## src/rtl/cache_req_arbiter.sv

```systemverilog
// Purpose: two-port (fetch/LSU) arbiter that owns the single cache request channel.
// Latency: grant 1 cycle after a valid is sampled in IDLE; response 1 cycle after cache fulfils.
// Backpressure: one transaction in flight; requesters hold valid until their fulfilled pulse.
// Optional: define CACHE_ARB_ROUND_ROBIN_EN for round-robin contention (default: LSU priority).

package cache_arb_pkg;
    typedef enum logic [1:0] {
        MEM_LOAD  = 2'd0,
        MEM_STORE = 2'd1
    } memory_operation_e;

    typedef enum logic [1:0] {
        MEM_SIZE_BYTE = 2'd0,
        MEM_SIZE_HALF = 2'd1,
        MEM_SIZE_WORD = 2'd2
    } memory_operation_size_e;
endpackage

module cache_req_arbiter
    import cache_arb_pkg::*;
#(
    parameter int XLEN = 32
) (
    input  logic                   clk,
    input  logic                   reset_n,

    input  logic [XLEN-1:0]        i_req_address,
    input  memory_operation_e      i_req_operation,
    input  memory_operation_size_e i_req_size,
    input  logic [XLEN-1:0]        i_req_store_word,
    input  logic                   i_req_valid,
    output logic [XLEN-1:0]        i_req_loaded_word,
    output logic                   i_req_fulfilled,

    input  logic [XLEN-1:0]        d_req_address,
    input  memory_operation_e      d_req_operation,
    input  memory_operation_size_e d_req_size,
    input  logic [XLEN-1:0]        d_req_store_word,
    input  logic                   d_req_valid,
    output logic [XLEN-1:0]        d_req_loaded_word,
    output logic                   d_req_fulfilled,

    output logic [XLEN-1:0]        c_req_address,
    output memory_operation_e      c_req_operation,
    output memory_operation_size_e c_req_size,
    output logic [XLEN-1:0]        c_req_store_word,
    output logic                   c_req_valid,
    input  logic [XLEN-1:0]        c_req_loaded_word,
    input  logic                   c_req_fulfilled
);

    localparam logic [1:0] S_IDLE    = 2'd0;
    localparam logic [1:0] S_BUSY    = 2'd1;
    localparam logic [1:0] S_RESPOND = 2'd2;

    // Owner / last-grant encoding: 0 = fetch port, 1 = LSU port.
    localparam logic GRANT_I = 1'b0;
    localparam logic GRANT_D = 1'b1;

    logic [1:0]             r_state;
    logic                   r_owner;
    logic                   r_last_grant;
    logic [XLEN-1:0]        r_address;
    memory_operation_e      r_operation;
    memory_operation_size_e r_size;
    logic [XLEN-1:0]        r_store_word;
    logic                   r_c_valid;
    logic                   r_i_fulfilled;
    logic                   r_d_fulfilled;
    logic [XLEN-1:0]        r_i_loaded_word;
    logic [XLEN-1:0]        r_d_loaded_word;

    logic                   w_any_valid;
    logic                   w_grant_d;

    // Arbitration decision, only consumed while in IDLE.
    always_comb begin
        w_any_valid = i_req_valid | d_req_valid;
`ifdef CACHE_ARB_ROUND_ROBIN_EN
        // On contention the port that did not win last time goes first.
        w_grant_d   = d_req_valid & (~i_req_valid | (r_last_grant == GRANT_I));
`else
        // LSU always beats fetch; fetch wins only when LSU is idle.
        w_grant_d   = d_req_valid;
`endif
    end

    // Transaction FSM: capture winner, hold it toward the cache, return response.
    always_ff @(posedge clk) begin
        if (!reset_n) begin
            r_state         <= S_IDLE;
            r_owner         <= GRANT_I;
            r_last_grant    <= GRANT_I;
            r_address       <= '0;
            r_operation     <= MEM_LOAD;
            r_size          <= MEM_SIZE_BYTE;
            r_store_word    <= '0;
            r_c_valid       <= 1'b0;
            r_i_fulfilled   <= 1'b0;
            r_d_fulfilled   <= 1'b0;
            r_i_loaded_word <= '0;
            r_d_loaded_word <= '0;
        end else begin
            case (r_state)
                S_IDLE: begin
                    r_i_fulfilled <= 1'b0;
                    r_d_fulfilled <= 1'b0;
                    if (w_any_valid) begin
                        r_owner      <= w_grant_d ? GRANT_D : GRANT_I;
                        r_address    <= w_grant_d ? d_req_address    : i_req_address;
                        r_operation  <= w_grant_d ? d_req_operation  : i_req_operation;
                        r_size       <= w_grant_d ? d_req_size       : i_req_size;
                        r_store_word <= w_grant_d ? d_req_store_word : i_req_store_word;
                        r_c_valid    <= 1'b1;
                        r_state      <= S_BUSY;
                    end
                end
                S_BUSY: begin
                    // Requester inputs are deliberately not looked at here.
                    if (c_req_fulfilled) begin
                        if (r_owner == GRANT_D) begin
                            r_d_loaded_word <= c_req_loaded_word;
                            r_d_fulfilled   <= 1'b1;
                        end else begin
                            r_i_loaded_word <= c_req_loaded_word;
                            r_i_fulfilled   <= 1'b1;
                        end
                        r_last_grant <= r_owner;
                        r_c_valid    <= 1'b0;
                        r_state      <= S_RESPOND;
                    end
                end
                S_RESPOND: begin
                    // Fulfilled pulse lasts exactly this one cycle.
                    r_i_fulfilled <= 1'b0;
                    r_d_fulfilled <= 1'b0;
                    r_state       <= S_IDLE;
                end
                default: begin
                    r_c_valid     <= 1'b0;
                    r_i_fulfilled <= 1'b0;
                    r_d_fulfilled <= 1'b0;
                    r_state       <= S_IDLE;
                end
            endcase
        end
    end

    assign c_req_address     = r_address;
    assign c_req_operation   = r_operation;
    assign c_req_size        = r_size;
    assign c_req_store_word  = r_store_word;
    assign c_req_valid       = r_c_valid;
    assign i_req_loaded_word = r_i_loaded_word;
    assign i_req_fulfilled   = r_i_fulfilled;
    assign d_req_loaded_word = r_d_loaded_word;
    assign d_req_fulfilled   = r_d_fulfilled;

endmodule

```

## config.mk

```make
export PLATFORM = sky130hd
export DESIGN_NAME = cache_req_arbiter
export DESIGN_NICKNAME = d
export VERILOG_FILES = /design/src/rtl/cache_req_arbiter.sv
export SDC_FILE = /design/constraint.sdc
export NUM_CORES = 1
export LEC_CHECK = 0
export BUFFER_PORTS_ARGS = -buffer_cell sky130_fd_sc_hd__buf_2
export CAP_MARGIN = 20
export CORE_AREA = 2 2 120 122
export DETAILED_ROUTE_END_ITERATION = 10
export DIE_AREA = 0 0 122 124
export PLACE_DENSITY = 0.76
export SETUP_SLACK_MARGIN = 0.02
export SLEW_MARGIN = 10
export SYNTH_ARGS = -nofsm -noshare
export SYNTH_HDL_FRONTEND = slang
export SYNTH_SLANG_ARGS = --single-unit
```

## constraint.sdc

```tcl
create_clock -name clk -period 2.5 [get_ports clk]
set_clock_uncertainty 0.05 [all_clocks]
set_input_delay 0.25 -clock clk [delete_from_list [all_inputs] [get_ports clk]]
set_output_delay 0.25 -clock clk [all_outputs]
set_load 0.02 [all_outputs]
```

==> reports/metrics.yaml <==
grt:
  grt_overflow_total: 0
  grtUsageTotal: 0.2114
  grt_pass1_vias: 5223
  grt_pass1_wl_mm: 25.31
  antenna_found_initial: 1
  grt_max_degree: 71
critical_path:
  max_stage_delay_ns: 0.56
  cpMaxStageDelayCell: "buf_4"
  arrival_ns: 2.03
  path_delay_family: "buffers and inverters"
  worstSetupStartpointType: "flop"
  crit_fanout: 60
  critPathKind: "flop to flop"
  critPathBufInv: 1
  path_cells: "nor2_4 > and2_2 > buf_4 > o211a_1"
  endpoint_kind: "flop"
  worstPathRequired_ns: 2.80
detailed_routing:
  via_per_inst: 5.104
  drc_errors: 0
  drt_pass1_iterations: 4
  vias: 5548
  met3WireLength_mm: 1.314
  drt-total-wl_mm: 16.52
  dr_wl_met2_mm: 8.017
  ant_nets: 0
  dr.max_layer_used: "met4"
  drt_iter0_drc: 331
  wl_per_cell_um: 15.19
  wl_met1_mm: 6.720
place:
  place.gp.congestion: 0.7662
  io_buffers: 307
  dp_cells: 1054
  dp_hpwl_mm: 11.57
clock_tree:
  cts_buffers: 17
  clock_path_buffers: 2
  cts_resized: 0
  insertion_delay_ns: 0.41
  cts_setup_buffers: 0
  cts_sinks: 138
  clk_pin_slew_ns: 0.06
  postCtsHoldBufs: 0
  clk_root_buffer_cell: "clkbuf_16"
  cts_tree: "built"
  htreeDepth: 4
synth:
  ys_seq_area_frac: 0.4698
  yosys.area_share.adder: 0
  synth_top_area_cell: "dfxtp_1"
  synth_nets: 790
  avgSynthCellArea_sq_um: 9.531
  yosys-top-cells-count: "dfxtp_1, nand2_1, o211a_1"
  synth_top_area_share: 0.4698
  synth-simple-area-share: 0.1549
  async_flop_share: 0
  synth_top_family_by_area: "compound AO/OA/AOI/OAI gates"
  synth_xor_area_frac: 0
  synth_area_sq_um: 5881
  synth.area.top_cells: "dfxtp_1, o211a_1, mux2i_1"
  synth-edff-count: 0
  ys.flop_type: "dfxtp_1"
  yosys_warnings: 0
  synth_most_common_cell: "dfxtp_1"
  synth_compound_area_frac: 0.2055
  synthCells: 617
  synth-seq-cells: 138
  synthMuxAreaShare: 0.1157
  ys_types: 25
timing:
  tightest_slew_ns: 0.7096
  fmax_ghz: 0.5757
  max_slew_margin: 0.5270
  rsz0062_at_grt: "no"
  fin_hold_ws_ns: 0.03529
  finalCritPeriodShare: 0.6948
  min_period_ns: 1.737
  setup_viol: 0
  slew_violations: 0
  final.setup.tns_ns: 0
  hold_violations: 0
cells_and_area:
  syn_to_final_growth_pct: 37.64
  instances_no_fill: 1087
  nets: 1066
  drive_above_1_share: 0.3896
pwr:
  p_per_area_nw_per_um2: 758.8
  p_leak_uw: 0.004467
  vdd.ir_drop.worst_mv: 0.6334
outcome:
  status: "finished, final reports clean"
worst_hold_path:
  hp-class: "input port to flop"
die:
  num_io_pins: 308
  fp.dieW_um: 122
  start_util: 0.4286
  rows: 43
  dieArea_sq_um: 15130
  fp.dieH_um: 124
  fp.coreArea_sq_um: 13720
flow_run:
  cap_violations: 0
==> final timing paths <==
| check | from | endpoint | slack, ns | cells after the start |
|---|---|---|---|---|
| hold reg to reg | d_req_loaded_word[0] | d_req_loaded_word[0] | 0.40 | 2 |
| setup / recovery | r_state[1] | c_req_store_word[19] | 0.76 | 4 |
| hold / removal | c_req_loaded_word[4] | d_req_loaded_word[4] | 0.04 | 3 |
| setup reg to reg | r_state[1] | c_req_store_word[19] | 0.76 | 4 |
==> report_power, final <==
| group | total, uW | leakage, uW | switching (uW) | internal [uW] |
|---|---|---|---|---|
| logic | 1050 | 0.00302 | 613 | 433 |
| clock network | 2640 | 0.000310 | 925 | 1720 |
| registers | 2450 | 0.00113 | 88.0 | 2370 |
| total | 6140 | 0.00447 | 1630 | 4520 |
==> logic make-up after synthesis <==
| family | after synthesis |
|---|---|
| simple gates | 210 |
| compound gates | 139 |
| flops | 138 |
| mux | 68 |
| buf+inv | 62 |
==> area by class of cell <==
type / count / area, sq um
Clock inverter: 12 / 170.2
Multi-Input combinational cell: 417 / 2824
Tap cell: 180 / 225.2
Antenna cell: 1 / 2.502
Timing Repair Buffer: 318 / 1649
Sequential cell: 138 / 2763
Fill cell: 1258 / 5625
Clock buffer: 20 / 456.7
Inverter: 1 / 3.754
==> placed cells by master, fill, tap and decap left out <==
cell	instances
nor2_1	2
inv_6	1
a21o_1	1
clkinv_4	1
nor4bb_4	1
buf_2	305
nor2b_1	2
clkbuf_1	1
inv_1	1
nand4bb_1	1
a21boi_1	65
nand3_1	68
mux2i_1	68
clkinv_2	5
buf_12	2
a21oi_1	2
and3_1	1
diode_2	1
clkinvlp_4	1
clkbuf_8	2
dfxtp_1	138
bufinv_16	4
buf_4	11
o211a_1	69
nand4b_1	1
o21a_1	1
and2_2	1
and4b_1	1
nand2_1	130
o21ai_0	1
clkbuf_16	17
or2_2	1
nor2_4	1
==> through the flow <==
step	util	setup slack, ns	instance area (sq um)	total power (uW)
after floorplan	-	1.014	5881	3160
after global placement	0.5441	0.7483	7465	3535
after detailed placement	0.5441	0.7356	7465	3549
after CTS	0.5898	0.7901	8092	6203
after global routing	0.5900	0.6705	8094	6401
final	0.5900	0.7629	8094	6142
==> metal layers <==
metal  vias to the layer above  global-route usage
li1                       2722                   -
met1                      2564              0.2458
met2                       224              0.3530
met3                        38             0.06960
met4                         0             0.09914
met5                         -                   0
==> worst register-to-register path, stage by stage, from the launching register on <==
cell and delay, ns:
dfxtp_1 0.39, nor2_4 0.14, and2_2 0.27, buf_4 0.57, o211a_1 0.27
==> flip-flops by register name, indices dropped and copies added (netlist names), 2 cells and up <==
signal / cells
c_req_operation: 2
d_req_loaded_word: 32
c_req_size: 2
c_req_store_word: 32
i_req_loaded_word: 32
c_req_address: 32
r_state: 2
Power figures use the tool's default switching activity.
